$ cat src/rtl/autotest_sequencer.sv
// autotest_sequencer
//   Walks N_VEC stored test vectors through an external cipher unit under
//   test (UUT). For each slot it resets the UUT, drives the slot's block,
//   key and direction, and times the UUT's end flag. It then records the
//   latency, the output block and a pass/fail/timeout status.
//
// Ports
//   clk, rst             : clock, asynchronous active-low reset
//   start, busy, done    : campaign control (done is a one-cycle pulse)
//   cfg_we/addr/sel/data : vector memory write port, honoured only in IDLE
//                          (sel 0=block_i, 1=key, 2=expected, 3=encdec)
//   rd_addr -> rd_cycles/rd_block/rd_status : combinational result read
//   pass_count/fail_count: campaign tallies (timeouts count as fail)
//   rst_uut, block_i_uut, key_uut, encdec_uut : drive to the UUT
//   block_o_uut, end_enc_uut, end_dec_uut     : returns from the UUT
module autotest_sequencer #(
  parameter  int BLOCK_W = 64,
  parameter  int KEY_W   = 80,
  parameter  int N_VEC   = 8,
  parameter  int CNT_W   = 32,
  parameter  int TIMEOUT = 1024,
  localparam int AW      = $clog2(N_VEC)
) (
  input  logic               clk,
  input  logic               rst,
  input  logic               start,
  output logic               busy,
  output logic               done,
  input  logic               cfg_we,
  input  logic [AW-1:0]      cfg_addr,
  input  logic [1:0]         cfg_sel,
  input  logic [KEY_W-1:0]   cfg_data,
  input  logic [AW-1:0]      rd_addr,
  output logic [CNT_W-1:0]   rd_cycles,
  output logic [BLOCK_W-1:0] rd_block,
  output logic [1:0]         rd_status,
  output logic [AW:0]        pass_count,
  output logic [AW:0]        fail_count,
  output logic               rst_uut,
  output logic [BLOCK_W-1:0] block_i_uut,
  output logic [KEY_W-1:0]   key_uut,
  output logic               encdec_uut,
  input  logic [BLOCK_W-1:0] block_o_uut,
  input  logic               end_enc_uut,
  input  logic               end_dec_uut
);

  localparam logic [CNT_W-1:0] LP_TO   = CNT_W'(TIMEOUT);
  localparam logic [AW-1:0]    LP_LAST = AW'(N_VEC - 1);

  typedef enum logic [2:0] {
    S_IDLE, S_APPLY, S_RUN, S_CHECK, S_NEXT, S_DONE
  } state_t;

  state_t r_state, w_next;

  // Vector memory
  logic [BLOCK_W-1:0] r_m_blk [N_VEC];
  logic [KEY_W-1:0]   r_m_key [N_VEC];
  logic [BLOCK_W-1:0] r_m_exp [N_VEC];
  logic               r_m_ed  [N_VEC];

  // Result memory
  logic [CNT_W-1:0]   r_res_cyc [N_VEC];
  logic [BLOCK_W-1:0] r_res_blk [N_VEC];
  logic [1:0]         r_res_st  [N_VEC];

  logic [AW-1:0]      r_idx;
  logic               r_apc;      // second APPLY cycle
  logic [CNT_W-1:0]   r_cnt;
  logic               r_to;       // current slot timed out
  logic [AW:0]        r_pass, r_fail;
  logic [BLOCK_W-1:0] r_blk_i;
  logic [KEY_W-1:0]   r_key;
  logic               r_ed;

  logic               w_flag;
  logic               w_load;
  logic [AW-1:0]      w_ld_idx;

  assign w_flag   = r_ed ? end_dec_uut : end_enc_uut;
  // UUT drive registers load on entry to APPLY so they are already valid
  // in the first APPLY cycle and hold through CHECK.
  assign w_load   = (w_next == S_APPLY) && (r_state != S_APPLY);
  assign w_ld_idx = (r_state == S_IDLE) ? '0 : r_idx + AW'(1);

  always_ff @(posedge clk or negedge rst) begin
    if (!rst) r_state <= S_IDLE;
    else      r_state <= w_next;
  end

  always_comb begin
    w_next  = r_state;
    busy    = (r_state != S_IDLE);
    done    = (r_state == S_DONE);
    // UUT reset is released only for RUN/CHECK/NEXT, giving exactly two
    // asserted cycles (the APPLY pair) between consecutive slots.
    rst_uut = (r_state == S_IDLE) || (r_state == S_APPLY) || (r_state == S_DONE);
    unique case (r_state)
      S_IDLE:  if (start) w_next = S_APPLY;
      S_APPLY: if (r_apc) w_next = S_RUN;
      S_RUN:   if (w_flag || (r_cnt == LP_TO)) w_next = S_CHECK;
      S_CHECK: w_next = S_NEXT;
      S_NEXT:  w_next = (r_idx == LP_LAST) ? S_DONE : S_APPLY;
      S_DONE:  w_next = S_IDLE;
      default: w_next = S_IDLE;
    endcase
  end

  always_ff @(posedge clk or negedge rst) begin
    if (!rst) begin
      r_idx   <= '0;
      r_apc   <= 1'b0;
      r_cnt   <= '0;
      r_to    <= 1'b0;
      r_pass  <= '0;
      r_fail  <= '0;
      r_blk_i <= '0;
      r_key   <= '0;
      r_ed    <= 1'b0;
      for (int unsigned i = 0; i < N_VEC; i++) begin
        r_m_blk[i]   <= '0;
        r_m_key[i]   <= '0;
        r_m_exp[i]   <= '0;
        r_m_ed[i]    <= 1'b0;
        r_res_cyc[i] <= '0;
        r_res_blk[i] <= '0;
        r_res_st[i]  <= 2'b00;
      end
    end else begin
      if ((r_state == S_IDLE) && cfg_we) begin
        unique case (cfg_sel)
          2'd0: r_m_blk[cfg_addr] <= cfg_data[BLOCK_W-1:0];
          2'd1: r_m_key[cfg_addr] <= cfg_data;
          2'd2: r_m_exp[cfg_addr] <= cfg_data[BLOCK_W-1:0];
          2'd3: r_m_ed[cfg_addr]  <= cfg_data[0];
        endcase
      end

      if (w_load) begin
        r_blk_i <= r_m_blk[w_ld_idx];
        r_key   <= r_m_key[w_ld_idx];
        r_ed    <= r_m_ed[w_ld_idx];
      end

      r_apc <= (r_state == S_APPLY) ? ~r_apc : 1'b0;

      unique case (r_state)
        S_IDLE: begin
          if (start) begin
            r_idx  <= '0;
            r_pass <= '0;
            r_fail <= '0;
            for (int unsigned i = 0; i < N_VEC; i++) r_res_st[i] <= 2'b00;
          end
        end
        S_APPLY: r_cnt <= '0;
        S_RUN: begin
          // A flag arriving on the TIMEOUT cycle counts as completion.
          if (w_flag || (r_cnt == LP_TO)) begin
            r_res_cyc[r_idx] <= r_cnt;
            r_res_blk[r_idx] <= block_o_uut;
            r_to             <= ~w_flag;
            if (!w_flag) r_res_st[r_idx] <= 2'b11;
          end else begin
            r_cnt <= r_cnt + CNT_W'(1);
          end
        end
        S_CHECK: begin
          if (r_to) begin
            r_fail <= r_fail + (AW+1)'(1);
          end else if (r_res_blk[r_idx] == r_m_exp[r_idx]) begin
            r_res_st[r_idx] <= 2'b01;
            r_pass          <= r_pass + (AW+1)'(1);
          end else begin
            r_res_st[r_idx] <= 2'b10;
            r_fail          <= r_fail + (AW+1)'(1);
          end
        end
        S_NEXT: if (r_idx != LP_LAST) r_idx <= r_idx + AW'(1);
        default: ;
      endcase
    end
  end

  assign rd_cycles   = r_res_cyc[rd_addr];
  assign rd_block    = r_res_blk[rd_addr];
  assign rd_status   = r_res_st[rd_addr];
  assign pass_count  = r_pass;
  assign fail_count  = r_fail;
  assign block_i_uut = r_blk_i;
  assign key_uut     = r_key;
  assign encdec_uut  = r_ed;

endmodule

$ cat config.mk
export PLATFORM = sky130hd
export DESIGN_NAME = autotest_sequencer
export DESIGN_NICKNAME = d
export VERILOG_FILES = /design/src/rtl/autotest_sequencer.sv
export SDC_FILE = /design/constraint.sdc
export NUM_CORES = 2
export LEC_CHECK = 0
export CAP_MARGIN = 30
export CORE_UTILIZATION = 25
export DETAILED_ROUTE_END_ITERATION = 6
export PLACE_DENSITY = 0.48
export SYNTH_ARGS = -nofsm -noshare
export SYNTH_HDL_FRONTEND = slang
export SYNTH_SLANG_ARGS = --single-unit
$ cat constraint.sdc
create_clock -name clk -period 7 [get_ports clk]
set_input_delay 1.4 -clock clk [delete_from_list [all_inputs] [get_ports clk]]
set_output_delay 1.4 -clock clk [all_outputs]
set_load 0.005 [all_outputs]
# Word-level counts from Yosys, hierarchy flattened
# Index checks and enable logic that the tools add are counted.
# W data, S select, Z words.
word_totals:
  regBits: 2649
  output_inout_bits: 254
  elab_cells: 203
op_classes:
  n_mux: 68
  magnitude_cmp: 6
  reduce_logical: 24
  eq_ne: 22
  bitwise: 13
  n_addsub: 4
op_table:
  columns: ["cell", "count"]
  rows:
  - ["$bwmux W512", 3]
  - ["$bmux W64 S3", 4]
  - ["$bwmux W640", 1]
  - ["$mux W64", 10]
  - ["$demux W64 S3", 2]
  - ["$bwmux W256", 1]
  - ["$bmux W80 S3", 1]
  - ["$demux W80 S3", 1]
  - ["$mux W80", 3]
  - ["$mux W32", 4]
  - ["$bmux W32 S3", 1]
  - ["$demux W32 S3", 1]
  - ["$mux W16", 5]
  - ["$eq A64 B64 Y1", 1]
  - ["$pmux W32 S2", 1]
  - ["$pmux W16 S3", 1]
  - ["$add A32 B1 Y32 const B", 1]
  - ["$eq A32 B11 Y1 const B", 1]
  - ["$mux W3", 7]
  - ["$mux W4", 5]
  - ["$and A8 B8 Y8", 2]
  - ["$ge A4 B4 Y1 const B", 4]
  - ["$not A3 Y4", 4]
  - ["$not A8 Y8", 2]
  - ["34 further kinds", 71]

# Logic depth before layout (Yosys ltp)
logic_depth:
  depth_word: 10
  mapped_depth: 15
  ltp_nobuf: 11

# Least setup slack after synthesis
# OpenSTA, ideal clock, no wires.
synth_timing:
  path_type: "in2out"
  from: "input rd_addr[0]"
  to: "output rd_block[56]"
  required_time_ps: 5600
  arrival_time_ps: 3420
  setup_slack_ps: 2180
  n_path_buf: 3
  cell_stages: 5
  path_cell_list: "clkbuf_1 -> buf_1 -> buf_1 -> mux4_2 -> mux2_2"
synth_between:
  elab_chain_cells: 4
synth_rtl:
  columns: ["element", "line", "source"]
  rows:
  - ["start: declaration", "33", "input logic [AW-1:0] rd_addr,"]
  - ["$not A3 Y4 (not written as such)", "187", "assign rd_block = r_res_blk[rd_addr];"]
  - ["$bmux W64 S3", "187", null]
  - ["$mux W64 (not written as such) (2 in series)", "187", null]
  - ["end: declaration", "35", "output logic [BLOCK_W-1:0] rd_block,"]
# No other way between the ends. The select of a mux whose other input is x is not followed.

# Worst setup path after layout
layout_timing:
  from: "register r_idx[0]"
  to: "register r_pass[3] (netlist: pass_count[3])"
layout_between:
  elab_chain_cells: 7
layout_rtl:
  columns: ["element", "line", "source"]
  rows:
  - ["start: declaration", "68", "logic [AW-1:0] r_idx;"]
  - ["start signal: assignment", "180", "S_NEXT: if (r_idx != LP_LAST) r_idx <= r_idx + AW'(1);"]
  - ["$not A3 Y4 (not written as such) *", "172", "end else if (r_res_blk[r_idx] == r_m_exp[r_idx]) begin"]
  - ["$bmux W64 S3", "172", null]
  - ["$mux W64 (not written as such) (2 in series)", "172", null]
  - ["$eq A64 B64 Y1 *", "172", null]
  - ["$ne A2 B2 Y1 (no source line) *", null, null]
  - ["$reduce_and A4 Y1 (no source line) *", null, null]
  - ["end signal: assignment", "174", "r_pass <= r_pass + (AW+1)'(1);"]
  - ["end: declaration", "72", "logic [AW:0] r_pass, r_fail;"]
# Every way passes the cells marked *; elsewhere a longest branch is shown, timed or not. The select of a mux whose other input is x is not followed.
# A chain may end at the register's enable or synchronous reset.

==> qor.csv <==
stage,metric,value,unit
run_status,status,"complete, no violations",
sta,Final Hold Viols,0,
yosys,largest cells by area after synthesis,"dfrtp_1 (54%), mux2_2 (24%), mux4_2 (6.9%), nand2_1 (2.3%), clkbuf_1 (1.9%)",
yosys,sequential area share after synthesis,54.4,%
detailed_routing,routed vias/inst,4.93,
worst_setup_path,worst-path fanout max,55,
worst_setup_path,CP bufs+invs,1,
sta,Worst Max-Slew Pin Slew,1110,ps
cells_and_area,fin nets,9380,
yosys,Mapped Nets,9162,
sta,final slew viol count,0,
yosys,synthesis-stage register bit count,2649,
grt,met3 Track Usage GR,2.44,%
sta,hold slack,400,ps
grt,Total GRT Usage,17.5,%
sta,Final Skew,65.7,ps
floorplanning,Die Span X,700,µm
sta,# setup viols final,0,
clock_network,# hold bufs at CTS,0,
detailed_routing,DR iter-0 viols,5569,
clock_network,CTS resizes,0,
worst_setup_path,crit path launch,r_idx[0]$_DFFE_PN0P_,
cells_and_area,Util after Layout,29.9,%
worst_setup_path,Crit Path Category,flop to flop,
worst_setup_path,Critical Path End Type,flop,
floorplanning,Starting Density,25.1,%
yosys,Post-synth ARST share,100,%
pwr,Leakage,65.8,nW
sta,min Tclk post-route,5480,ps
clock_network,CTS tree,done,
grt,routing usage on met2,29.3,%
sta,Setup Total Neg Slack,0,ps
grt,Most Crowded Layer GR,met2,
floorplanning,I/O pin count,412,
grt,vias in the first global route,83000,
grt,largest net degree at the start of global routing,186,
worst_setup_path,CP Launch Type,flop,
clock_network,Setup Buffers After CTS,0,
pwr,P_sw,19.3,mW
worst_setup_path,RR Startpoint,r_idx[0]$_DFFE_PN0P_,
yosys,top_reg_cell synth,dfrtp_1,
worst_setup_path,Worst path top cell family by delay,simple AND/OR/NAND/NOR gates,
min_path,HP Class,input port to asynchronous set/reset pin,
floorplanning,die extent in y,700,µm
sta,Max Clk Rate,182,MHz
floorplanning,total core area,0.486,mm²
placement,Detailed Place HPWL,284000,µm
detailed_routing,post-route ant nets,0,
pwr,switch share,34.5,%
floorplanning,Die ar.,0.491,mm²
grt,initial antenna violation count,84,
yosys,Post-Syn Area,0.122,mm²
yosys,share of the synthesized area in the top cell type,54.4,%
clock_network,Clock transition at path regs,60,ps
floorplanning,# rows,256,
yosys,Post-synth EDFFs,0,
detailed_routing,drt pass-1 iters,5,
placement,I/O Buffers,411,
worst_setup_path,max incr delay on CP,1060,ps
worst_setup_path,CP required,7860,ps
clock_network,maximum root-to-sink buffer count,4,
yosys,Synth Instances,8998,
pwr,VDD IR max,275,µV
clock_network,root cell of the clock tree,clkbuf_16,
pwr,Internal,36.6,mW
detailed_routing,Total Wirelength,437000,µm
worst_setup_path,reg2reg setup slack,1520,ps
yosys,syn_area_per_cell,13.6,µm²
placement,Post-Place Cells,15300,
pwr,combinational share of power,31.2,%
worst_setup_path,Worst Reg-to-Reg Cells,10,
sta,max_slew headroom,23.6,%
worst_setup_path,arrival time at the worst endpoint,6340,ps
detailed_routing,routed len/inst,27.4,µm
detailed_routing,Vias,78600,
detailed_routing,# DRC,0,
pwr,Flop pwr share,38.8,%
yosys,Synth Warn #,0,
placement,pre-CTS WS,1580,ps
worst_setup_path,CP max-delay cell,dfrtp_4,
pwr,pwr dens,385,mW/mm²
cells_and_area,filler instances,48500,
cells_and_area,share of layout cells above drive strength 1,40.1,%
clock_network,TritonCTS buffer count,312,
worst_setup_path,Worst R2R End,pass_count[3]$_DFFE_PN0P_,
grt,GRT met1 Usage,23.2,%
grt,grt ovf,0,
clock_network,CTS H-Tree Depth,5,
cells_and_area,final std cells w/o fill,16000,
sta,period utilization,78.3,%
pwr,clock power share,30.0,%
placement,Final GP Congestion,0.808,
yosys,post-synth cell types,57,
cells_and_area,Area growth syn-to-layout,19.1,%
clock_network,clk sinks,2649,
grt,first-pass GRT wire length,629000,µm
sta,Final WS setup,1520,ps
sta,RSZ-0062 raised after global routing,no,
job,max cap viols,0,
worst_setup_path,crit path cell chain,"buf_12, mux4_2, xnor2_1, nand2_1, nor4_1, a21oi_1, or4b_1, or4_1, nor3_1, mux2i_1",
yosys,biggest area consumer among synthesized cells,dfrtp_1,
clock_network,Clock Latency Late Sink,950,ps
==> metal layers <==
| layer | routed length [µm] | up-vias |
|---|---|---|
| met5 | 91 | - |
| met4 | 15400 | 14 |
| met3 | 19800 | 600 |
| met2 | 213000 | 1991 |
| met1 | 189000 | 42700 |
| li1 | - | 33300 |
==> worst max-delay path by stage <==
| stage | to | slack [ps] | cells after the start |
|---|---|---|---|
| after floorplan | rd_block[56] | 2180 | 5 |
| after global placement | pass_count[3]$_DFFE_PN0P_ | 1250 | 10 |
| after detailed placement | pass_count[3]$_DFFE_PN0P_ | 1580 | 10 |
| after CTS | pass_count[3]$_DFFE_PN0P_ | 1550 | 10 |
| after global routing | pass_count[3]$_DFFE_PN0P_ | 1160 | 9 |
| final | pass_count[3]$_DFFE_PN0P_ | 1520 | 10 |
==> metrics by stage <==
stage / area, µm² / power [mW]
6_report: 145000 / 55.9
4_1_cts: 145000 / 56.6
2_1_floorplan: 122000 / 31.3
5_1_grt: 145000 / 58.6
3_3_place_gp: 134000 / 38.9
3_5_place_dp: 135000 / 39.6
==> power by group through the flow <==
stage	combinational, mW	clock [mW]	sequential, mW
after global placement	17.3	0	21.6
after global routing	18.7	17.8	22.1
after floorplan	10.4	0	20.9
final	17.5	16.8	21.7
after CTS	17.7	17.2	21.6
after detailed placement	17.7	0	21.9
==> cells in the mapped netlist (56+ instances only) <==
master and number:
a21oi_1 191, a31oi_1 83, nand3_1 208, o21ai_0 262
xor2_1 143, mux2_2 2558, clkbuf_1 624, nor2_1 80
a311oi_1 56, mux2i_1 150, buf_1 113, nor2b_1 83
a211oi_1 186, mux4_2 376, nand2_1 755, dfrtp_1 2649
xnor2_1 96
==> cells in the final DEF (no fill, tap or decap), types with 47 or more instances in the layout <==
cell	netlist	final
dfrtp_1	2649	2647
mux2_2	2558	2558
nand2_1	755	732
clkdlybuf4s50_1	0	400
mux4_2	376	376
clkbuf_16	0	319
o21ai_0	262	262
nand3_1	208	204
buf_4	7	195
a21oi_1	191	189
a211oi_1	186	186
mux2i_1	150	149
xor2_1	143	143
xnor2_1	96	96
clkbuf_8	0	84
a31oi_1	83	83
nor2_1	80	77
nor2b_1	83	75
buf_12	0	70
clkbuf_1	624	63
a311oi_1	56	56
clkinv_2	0	54
a221oi_1	47	47
==> flip-flops by register name, summed over array words and instances (netlist names) <==
register,count
block_i_uut,64
encdec_uut,1
fail_count,4
key_uut,80
pass_count,4
r_apc,1
r_cnt,32
r_idx,3
r_m_blk,512
r_m_ed,8
r_m_exp,512
r_m_key,640
r_res_blk,512
r_res_cyc,256
r_res_st,16
r_state,3
r_to,1
==> logic make-up after synthesis <==
family / after synthesis / share of synthesized area [%]
buf+inv: 800 / 2.55
xor+xnor: 239 / 1.72
fa+ha+maj: 6 / 0.0616
compound gates: 939 / 4.91
mux: 3084 / 31.8
flops: 2649 / 54.4
simple gates: 1281 / 4.61
==> final cells by class <==
cell class              count  area, µm²  share of cell area (%)
flip-flops and latches   2649      66300                    45.6
multi-input cells        5549      53000                    36.5
clock buffers             465       9360                    6.44
well taps                6450       8070                    5.56
repair buffers            692       7240                    4.99
clock inverters           107       1190                   0.819
diodes                     28       70.1                  0.0482
inverters                  12       50.0                  0.0345
No activity file was read; power rests on OpenSTA's default activity.
